$ cat src/rtl/stim_driver.sv
// Stimulus driver: issues operand pairs (LFSR, walking-one, corner table,
// constant) to a DUT and tallies mismatch events reported by a checker.
module stim_driver #(
  parameter int unsigned WIDTH   = 32,
  parameter int unsigned EVT_LAT = 6
) (
  input  logic               clk,
  input  logic               reset_n,
  input  logic               i_start,
  input  logic               i_stop,
  input  logic [1:0]         i_mode,
  input  logic [WIDTH-1:0]   i_seed,
  input  logic [WIDTH-1:0]   i_seed_b,
  input  logic [31:0]        i_num_tests,
  input  logic               i_stop_on_event,
  input  logic               i_event,
  output logic [WIDTH-1:0]   o_dut_ia,
  output logic [WIDTH-1:0]   o_dut_ib,
  output logic               o_valid,
  output logic               o_busy,
  output logic               o_done,
  output logic [31:0]        o_test_cnt,
  output logic [15:0]        o_err_cnt,
  output logic               o_fail_seen,
  output logic [31:0]        o_first_fail_idx
);

  localparam int unsigned CNT_W = 32;
  localparam int unsigned ERR_W = 16;
  localparam int unsigned DRN_W = (EVT_LAT > 1) ? $clog2(EVT_LAT) : 1;
  localparam logic [WIDTH-1:0] LFSR_POLY = WIDTH'(32'h80200003);
  localparam logic [WIDTH-1:0] SEED_B_XOR = WIDTH'(32'hA5A5A5A5);
  localparam logic [ERR_W-1:0] ERR_MAX = '1;

  typedef enum logic [1:0] {S_IDLE, S_RUN, S_DRAIN, S_DONE} state_t;

  state_t             r_state, w_state_nxt;
  logic [1:0]         r_mode, w_mode_nxt;
  logic [CNT_W-1:0]   r_num_tests, w_num_tests_nxt;
  logic [DRN_W-1:0]   r_drain_cnt, w_drain_cnt_nxt;
  logic [WIDTH-1:0]   r_dut_ia, w_dut_ia_nxt;
  logic [WIDTH-1:0]   r_dut_ib, w_dut_ib_nxt;
  logic               r_valid, w_valid_nxt;
  logic               r_busy, w_busy_nxt;
  logic               r_done, w_done_nxt;
  logic [CNT_W-1:0]   r_test_cnt, w_test_cnt_nxt;
  logic [ERR_W-1:0]   r_err_cnt, w_err_cnt_nxt;
  logic               r_fail_seen, w_fail_seen_nxt;
  logic [CNT_W-1:0]   r_first_fail_idx, w_first_fail_idx_nxt;
  logic [CNT_W-1:0]   w_fail_base;

  function automatic logic [WIDTH-1:0] lfsr_step(input logic [WIDTH-1:0] s);
    lfsr_step = (s >> 1) ^ (s[0] ? LFSR_POLY : '0);
  endfunction

  function automatic logic [WIDTH-1:0] nonzero(input logic [WIDTH-1:0] s);
    nonzero = (s == '0) ? WIDTH'(1) : s;
  endfunction

  function automatic logic [WIDTH-1:0] corner(input logic [2:0] idx);
    case (idx)
      3'd0:    corner = WIDTH'(32'h00000000);
      3'd1:    corner = WIDTH'(32'h00000001);
      3'd2:    corner = WIDTH'(32'h7FFFFFFF);
      3'd3:    corner = WIDTH'(32'h80000000);
      3'd4:    corner = WIDTH'(32'hFFFFFFFF);
      3'd5:    corner = WIDTH'(32'h00800000);
      3'd6:    corner = WIDTH'(32'h7F800000);
      default: corner = WIDTH'(32'h3F800000);
    endcase
  endfunction

  // State and all output registers; reset clears everything and aborts any run.
  always_ff @(posedge clk or negedge reset_n) begin
    if (!reset_n) begin
      r_state          <= S_IDLE;
      r_mode           <= '0;
      r_num_tests      <= '0;
      r_drain_cnt      <= '0;
      r_dut_ia         <= '0;
      r_dut_ib         <= '0;
      r_valid          <= 1'b0;
      r_busy           <= 1'b0;
      r_done           <= 1'b0;
      r_test_cnt       <= '0;
      r_err_cnt        <= '0;
      r_fail_seen      <= 1'b0;
      r_first_fail_idx <= '0;
    end else begin
      r_state          <= w_state_nxt;
      r_mode           <= w_mode_nxt;
      r_num_tests      <= w_num_tests_nxt;
      r_drain_cnt      <= w_drain_cnt_nxt;
      r_dut_ia         <= w_dut_ia_nxt;
      r_dut_ib         <= w_dut_ib_nxt;
      r_valid          <= w_valid_nxt;
      r_busy           <= w_busy_nxt;
      r_done           <= w_done_nxt;
      r_test_cnt       <= w_test_cnt_nxt;
      r_err_cnt        <= w_err_cnt_nxt;
      r_fail_seen      <= w_fail_seen_nxt;
      r_first_fail_idx <= w_first_fail_idx_nxt;
    end
  end

  // Next-state, pair generation and event bookkeeping.
  always_comb begin
    w_state_nxt          = r_state;
    w_mode_nxt           = r_mode;
    w_num_tests_nxt      = r_num_tests;
    w_drain_cnt_nxt      = r_drain_cnt;
    w_dut_ia_nxt         = r_dut_ia;
    w_dut_ib_nxt         = r_dut_ib;
    w_valid_nxt          = r_valid;
    w_busy_nxt           = r_busy;
    w_done_nxt           = r_done;
    w_test_cnt_nxt       = r_test_cnt;
    w_err_cnt_nxt        = r_err_cnt;
    w_fail_seen_nxt      = r_fail_seen;
    w_first_fail_idx_nxt = r_first_fail_idx;
    w_fail_base = (r_test_cnt >= CNT_W'(EVT_LAT)) ? (r_test_cnt - CNT_W'(EVT_LAT)) : '0;

    case (r_state)
      S_IDLE, S_DONE: begin
        if (i_start && !i_stop) begin
          w_state_nxt          = S_RUN;
          w_mode_nxt           = i_mode;
          w_num_tests_nxt      = i_num_tests;
          w_valid_nxt          = 1'b1;
          w_busy_nxt           = 1'b1;
          w_done_nxt           = 1'b0;
          w_test_cnt_nxt       = CNT_W'(1);
          w_err_cnt_nxt        = '0;
          w_fail_seen_nxt      = 1'b0;
          w_first_fail_idx_nxt = '0;
          // Pair 0 is launched on the start edge so it shows in the first RUN cycle.
          case (i_mode)
            2'b00: begin
              w_dut_ia_nxt = nonzero(i_seed);
              w_dut_ib_nxt = nonzero(i_seed ^ SEED_B_XOR);
            end
            2'b01: begin
              w_dut_ia_nxt = WIDTH'(1);
              w_dut_ib_nxt = ~WIDTH'(1);
            end
            2'b10: begin
              w_dut_ia_nxt = corner(3'd0);
              w_dut_ib_nxt = corner(3'd0);
            end
            default: begin
              w_dut_ia_nxt = i_seed;
              w_dut_ib_nxt = i_seed_b;
            end
          endcase
        end
      end
      S_RUN: begin
        if (((r_num_tests != '0) && (r_test_cnt == r_num_tests)) || i_stop ||
            (i_event && i_stop_on_event)) begin
          w_state_nxt     = S_DRAIN;
          w_valid_nxt     = 1'b0;
          w_drain_cnt_nxt = '0;
        end else begin
          // r_test_cnt equals the 0-based index of the pair being generated.
          w_test_cnt_nxt = r_test_cnt + CNT_W'(1);
          case (r_mode)
            2'b00: begin
              w_dut_ia_nxt = lfsr_step(r_dut_ia);
              w_dut_ib_nxt = lfsr_step(r_dut_ib);
            end
            2'b01: begin
              w_dut_ia_nxt = WIDTH'(1) << r_test_cnt[4:0];
              w_dut_ib_nxt = ~(WIDTH'(1) << r_test_cnt[4:0]);
            end
            2'b10: begin
              w_dut_ia_nxt = corner(r_test_cnt[5:3]);
              w_dut_ib_nxt = corner(r_test_cnt[2:0]);
            end
            default: begin
              w_dut_ia_nxt = r_dut_ia;
              w_dut_ib_nxt = r_dut_ib;
            end
          endcase
        end
      end
      S_DRAIN: begin
        if (i_stop || (r_drain_cnt == DRN_W'(EVT_LAT - 1))) begin
          w_state_nxt = S_DONE;
          w_busy_nxt  = 1'b0;
          w_done_nxt  = 1'b1;
        end else begin
          w_drain_cnt_nxt = r_drain_cnt + DRN_W'(1);
        end
      end
      default: w_state_nxt = S_IDLE;
    endcase

    // Events only matter while pairs may still be in flight through the checker.
    if (((r_state == S_RUN) || (r_state == S_DRAIN)) && i_event) begin
      if (r_err_cnt != ERR_MAX) w_err_cnt_nxt = r_err_cnt + ERR_W'(1);
      if (!r_fail_seen) begin
        w_fail_seen_nxt      = 1'b1;
        w_first_fail_idx_nxt = w_fail_base;
      end
    end
  end

  assign o_dut_ia         = r_dut_ia;
  assign o_dut_ib         = r_dut_ib;
  assign o_valid          = r_valid;
  assign o_busy           = r_busy;
  assign o_done           = r_done;
  assign o_test_cnt       = r_test_cnt;
  assign o_err_cnt        = r_err_cnt;
  assign o_fail_seen      = r_fail_seen;
  assign o_first_fail_idx = r_first_fail_idx;

endmodule

$ cat config.mk
export PLATFORM = sky130hd
export DESIGN_NAME = stim_driver
export DESIGN_NICKNAME = d
export VERILOG_FILES = /design/src/rtl/stim_driver.sv
export SDC_FILE = /design/constraint.sdc
export NUM_CORES = 1
export LEC_CHECK = 0
export ABC_AREA = 1
export CAP_MARGIN = 40
export CORE_MARGIN = 5
export CORE_UTILIZATION = 40
export DETAILED_ROUTE_END_ITERATION = 8
export HOLD_SLACK_MARGIN = 0.08
export PLACE_DENSITY = 0.62
export SLEW_MARGIN = 20
export SYNTH_ARGS = -nofsm -noshare
export SYNTH_HDL_FRONTEND = slang
export SYNTH_SLANG_ARGS = --single-unit
export TNS_END_PERCENT = 5
$ cat constraint.sdc
create_clock -name clk -period 3.6 [get_ports clk]
set_input_delay 0.72 -clock clk [delete_from_list [all_inputs] [get_ports clk]]
set_output_delay 0.72 -clock clk [all_outputs]
set_load 0.005 [all_outputs]
Word-level counts from Yosys, hierarchy flattened. Index checks and enable logic that the tools add are counted.

Register bits after elaboration: 187. Input port bits: 104. Output and inout bits: 148. Logic and storage cells: 126.

Add/sub/neg operators: 4. Order comparisons: 1. Equal/unequal tests: 28. Shifts and indexed selects: 1. Multiplexer cells: 47. Bitwise gates (word level): 4. Reduce and logical (&&, ||, !) cells: 28.

Operators with widths (number): 32-bit 2-to-1 mux (15); 32-bit one-hot mux with 7 select lines (2); 32-bit one-hot mux with 3 select lines (4); 32-bit one-hot mux with 2 select lines (3); 32-bit logical NOT (2); 16-bit 2-to-1 mux (4); 31-bit by 32-bit XOR with 32-bit output (2); 32-bit by 1-bit adder with 32-bit output, second input constant (1); 32-bit equality test (1); 32-bit by 3-bit >= comparator with 1-bit output, second input constant (1); 32-bit inverter (1); 32-bit nonzero test (1); 1-bit by 5-bit << shifter with 32-bit output, first input constant (1); 32-bit by 3-bit subtractor with 32-bit output, second input constant (1); 3-bit equality test, second input constant (7); 16-bit by 1-bit adder with 16-bit output, second input constant (1); 16-bit inequality test, second input constant (1); 16-bit inverter (1); 3-bit AND reduction (5); 3-bit by 2-bit equality test with 1-bit output, second input constant (4); 2-bit inequality test, second input constant (5); 1-bit 2-to-1 mux (9); 2-bit equality test, second input constant (4); 2-bit by 1-bit equality test with 1-bit output, second input constant (3); 17 further kinds (34).

Depth between registers and ports, before layout.
Depth in word-level cells: 6. Mapped depth: 16. Mapped depth without buffers: 14.

Worst setup path after synthesis. No wires, ideal clock.

Path kind: input port to flip-flop. Start: in i_stop. End: reg r_dut_ia[10] (netlist: o_dut_ia[10]). Setup time: 0.066 ns. Arrival time: 1.969 ns. Data required time: 3.534 ns. Path slack: 1.565 ns. Stages: 9. Path buffers: 2. Cells stage by stage: inv_1 nand2_1 nand2_1 nand2_1 a21oi_1 buf_4 clkbuf_1 nand3_1 nand2_1.

Cells in the longest elaborated chain, start to end: 4. Elaborated cells between the ends (all ways): 7. Classes of those cells: eq/ne: 2; reduce/logical: 5.

Ends and longest elaborated chain: start: declaration (RTL line 10) `input logic i_stop,`; 1-bit logical OR / 1-bit logical NOT (equally long branches) (RTL line 158, 125); 1-bit logical OR / 1-bit logical AND (equally long branches) (RTL line 158, 125); 2-bit inequality test (no line); 4-bit AND reduction (no line) (*); end signal: assignment (RTL line 94) `r_dut_ia <= w_dut_ia_nxt;`; end: declaration (RTL line 41) `logic [WIDTH-1:0] r_dut_ia, w_dut_ia_nxt;`.

Every way passes the cells marked *; elsewhere a longest branch is shown, timed or not. A chain may end at the register's enable or synchronous reset.

Worst setup path after layout.
Start: reg r_test_cnt[1] (netlist: o_test_cnt[1]). End: reg r_first_fail_idx[26] (netlist: o_first_fail_idx[26]).

Cells in the longest elaborated chain, start to end: 4. Elaborated cells between the ends (all ways): 5. Classes of those cells: add/sub: 1; order compare: 1; mux: 3.

Ends and longest elaborated chain: start: declaration (RTL line 46) `logic [CNT_W-1:0] r_test_cnt, w_test_cnt_nxt;`; start signal: assignment (RTL line 99) `r_test_cnt <= w_test_cnt_nxt;`; 32-bit by 3-bit subtractor with 32-bit output / 32-bit by 3-bit >= comparator with 1-bit output (equally long branches) (RTL line 121) `w_fail_base = (r_test_cnt >= CNT_W'(EVT_LAT)) ? (r_test_cnt - CNT_W'(EVT_LAT)) : '0;`; 32-bit 2-to-1 mux (*) (RTL line 121); 32-bit 2-to-1 mux (*) (RTL line 201) `if (!r_fail_seen) begin`; 32-bit 2-to-1 mux (*) (RTL line 199) `if (((r_state == S_RUN) || (r_state == S_DRAIN)) && i_event) begin`; via w_first_fail_idx_nxt[26] (RTL line 49) `logic [CNT_W-1:0] r_first_fail_idx, w_first_fail_idx_nxt;`; end signal: assignment (RTL line 102) `r_first_fail_idx <= w_first_fail_idx_nxt;`; end: declaration (RTL line 49).

The timed path passes the listed nets; every way through them passes the cells marked *.

==> summary by stage <==
Global routing
The number of global-route vias before repair is 13500. The global routing met2 resource utilization is 0.470. The global-route layer with the greatest usage is met2. After global routing the overflow that remains totals 0. The total routing usage reported by global routing is 0.280.

The global-route wire length before repair is 79500 microns. The met1 track utilization from global routing is 0.368. Entering global routing, the biggest net connects 76 pins. The initial antenna violation count is 0.

The global routing usage on met3 is 0.0422.

Job
The number of max-cap violations is 0.

Pwr
In this run the power spent charging and discharging nets is 5.82 mW. The peak supply drop is 684 uV. The internal portion of the total power is 5.89 mW. The leakage dissipation is 7.70 nW. The power share of the clock group is 0.162.

The combinational fraction of design power is 0.555. Dividing total power by cell area gives a power density of 720 mW/mm^2. Of the total power, registers draw 0.283. The switching share of power is 0.497.

Clock network
After clock tree synthesis, the clock-pin slew on the worst setup and hold paths is 0.08 ns. The buffer levels on the longest clock path is 2. Counting the buffers created by CTS gives 17. The clock latency reported for the late side of the worst-skew pair is 0.46 ns.

The tree is rooted in a sky130_fd_sc_hd__clkbuf_16. CTS saw 187 sinks. The H-tree generated during clock tree synthesis spans 4 levels. The number of cells upsized or downsized after cts is 0. The total setup buffers inserted after CTS is 0. The clock tree from TritonCTS is done.

The number of buffers inserted for hold repair after clock tree synthesis is 0.

STA
For the pin with the worst max-slew slack, the measured transition is 0.822 ns. The count of endpoints failing hold in the final timing report is 0. Derived from the worst setup path, the maximum achievable clock frequency is 0.365 GHz. The minimum clock period is 2.74 ns.

On the final layout, the worst clock skew is 0.0124 ns. The final worst setup slack is 0.857 ns. Adding up every negative setup slack in the final design gives 0 ns.

The count of final max-slew check failures came to 0. Setup repair after global routing left no endpoint under its margin. Dividing the final minimum period by the clock period gives 0.762. The number of failing setup endpoints in the final timing report is 0. In this run the tightest slew margin relative to its limit is 0.450.

Drt
After detailed routing, the average wire length per cell comes to 19.9 microns. The vias after detailed routing is 14000. In the routed design, unresolved DRC markers number 0. In this run, the number of DRC markers left after iteration 0 of detailed routing was 1327. The detail route stage leaves a number of antenna-violating nets equal to 0. After detailed routing, the number of vias per cell comes to 5.47. The pre-antenna-repair detailed-routing pass consisted of 5 iterations. Wires add up to 51100 microns.

Setup path
The most frequent cell on the critical path is sky130_fd_sc_hd__nand2_1. The critical path startpoint category is a flip-flop. The reg-to-reg setup timing slack is 0.86 ns. The worst setup path is captured at a flip-flop. In this design, the stage delay of the slowest critical-path cell is 0.65 ns. Along the worst path, the maximum fanout reaches 29. The critical path's slowest cell is sky130_fd_sc_hd__dfrtp_1. The data arrival time of the critical path is 3.11 ns. By startpoint and endpoint, the worst setup path is classified as flip-flop to flip-flop. The required time at the endpoint of the critical path is 3.96 ns.

The signal on the critical path passes through ha_1 -> nand2_1 -> nor3_1 -> nand2_1 -> nor3b_2 -> nor2_2 -> inv_2 -> o21ai_0.

Place
Routability-driven placement finished with a final weighted congestion of 0.920. The HPWL after detailed placement is 37600 microns. The number of buffers added on ports is 251. The pre-CTS setup slack is 0.725 ns.

Floorplanning
The die is 190 microns wide. During I/O placement, the number of pins put on the boundary was 252. For this configuration, the core starts out at a cell density of 0.401.

The area of the die is 0.0361 sq mm. The core region area is 0.0323 sq mm. The die is 190 microns tall.

In this run the core area contains 66 standard-cell rows.

Logic synthesis
The synthesized design contains 187 register bits. The share of the Yosys chip area taken by registers is 0.361. The net count after synthesis is 2044. The number of enable flip-flop cells after synthesis is 0. During synthesis, Yosys emitted a total of 0 warnings. In this run the mean area of a mapped cell was 6.73 sq um. In this run the cell area of the synthesized design comes to 0.0130 sq mm. The post-synthesis cell count is 1924. The fraction of registers with async set/reset is 1.00.

The synthesized netlist contains 45 unique library cells. The commonest register cell after synthesis is sky130_fd_sc_hd__dfrtp_1.

Cells and area
For this run, the post-layout net count is 2225. The most common cell after layout, fill and taps aside is sky130_fd_sc_hd__nand2_1. 0 antenna diodes ended up in the layout. Of the cells placed in the final design, the portion with a size suffix greater than 1 is 0.0552.

Compared with the post-synthesis result, the final layout area differs by 25.6%. In the layout the commonest cells are sky130_fd_sc_hd__nand2_1 (634), sky130_fd_sc_hd__clkdlybuf4s50_1 (250), sky130_fd_sc_hd__nor2_1 (189).

Min path
The worst hold path class is primary input to async pin.

Status
The flow ran to the end, and the final reports show no timing, DRC or antenna violations.
## power groups by stage
stage,logic [mW],registers (mW),clock network (mW)
after global placement,6.35,3.33,0
final,6.50,3.31,1.89
after floorplan,4.29,3.15,0
after CTS,6.47,3.30,1.93
after detailed placement,6.45,3.32,0
after global routing,7.20,3.38,2.02
## cell usage after synthesis, types with 6 or more instances
cell type,n,area (sq um)
sky130_fd_sc_hd__a21oi_1,48,240
sky130_fd_sc_hd__buf_2,29,145
sky130_fd_sc_hd__buf_4,13,97.6
sky130_fd_sc_hd__buf_6,14,158
sky130_fd_sc_hd__clkbuf_1,65,244
sky130_fd_sc_hd__dfrtp_1,187,4680
sky130_fd_sc_hd__ha_1,16,200
sky130_fd_sc_hd__inv_1,120,450
sky130_fd_sc_hd__inv_2,13,48.8
sky130_fd_sc_hd__nand2_1,634,2380
sky130_fd_sc_hd__nand3_1,157,786
sky130_fd_sc_hd__nand3_2,12,120
sky130_fd_sc_hd__nand4_1,16,100
sky130_fd_sc_hd__nor2_1,191,717
sky130_fd_sc_hd__nor2_2,6,37.5
sky130_fd_sc_hd__nor3_1,55,275
sky130_fd_sc_hd__o211ai_1,34,255
sky130_fd_sc_hd__o21ai_0,162,811
sky130_fd_sc_hd__o21ai_1,13,65.1
sky130_fd_sc_hd__o221ai_1,29,254
sky130_fd_sc_hd__xnor2_1,13,114
sky130_fd_sc_hd__xor2_1,51,447
## state kept, by name, indices dropped and copies added, names as in the netlist
| name | count |
|---|---|
| o_err_cnt | 16 |
| r_drain_cnt | 3 |
| o_test_cnt | 32 |
| o_dut_ib | 32 |
| r_mode | 2 |
| o_dut_ia | 32 |
| r_num_tests | 32 |
| o_fail_seen | 1 |
| r_state | 2 |
| o_busy | 1 |
| o_first_fail_idx | 32 |
| o_done | 1 |
| o_valid | 1 |
## worst paths after layout
| path | start | end | cells after the start |
|---|---|---|---|
| max reg2reg | o_test_cnt[1] | o_first_fail_idx[26] | 8 |
| min | reset_n | o_err_cnt[5] | 1 |
| max | o_test_cnt[1] | o_first_fail_idx[26] | 8 |
| min in group clk | o_busy | o_busy | 1 |
| min reg2reg | o_busy | o_busy | 1 |
| max in group asynchronous | reset_n | o_dut_ia[9] | 2 |
## metal layers
layer | wire length, microns | vias to the layer above
met1 | 21200 | 6607
met2 | 24600 | 649
li1 | - | 6629
met5 | 0 | -
met3 | 3460 | 108
met4 | 1760 | 0
## logic make-up after synthesis
group / synth area share
fa+ha+maj: 0.0155
buf+inv: 0.0902
flops: 0.361
simple gates: 0.353
compound gates: 0.137
xor+xnor: 0.0433
## through the flow
stage / power [mW] / cell area, sq um / hold WS [ns] / instances / utilization
after floorplan: 7.44 / 13000 / 0.424 / 1924 / -
after global placement: 9.68 / 15700 / 0.478 / 2527 / 0.486
after detailed placement: 9.78 / 15700 / 0.489 / 2528 / 0.487
after CTS: 11.7 / 16300 / 0.308 / 2560 / 0.504
after global routing: 12.6 / 16300 / 0.339 / 2560 / 0.504
final: 11.7 / 16300 / 0.289 / 2560 / 0.504
## critical path: cells and delay by family (launching register included)
family / cells / cell delay, ns
AOI/OAI and AO/OA: 1 / 0.27
adders and majority gates: 1 / 0.26
buffers and inverters: 1 / 0.23
DFF: 1 / 0.65
and+or+nand+nor: 5 / 1.22
## layout make-up
type	count	area [sq um]
Clock buffer	18	439
Inverter	136	513
Clock inverter	14	125
Fill cell	3289	16000
Sequential cell	187	4680
Multi-Input combinational cell	1477	7130
Tap cell	442	553
Timing Repair Buffer	286	2830
(Power assumes the default switching activity.)
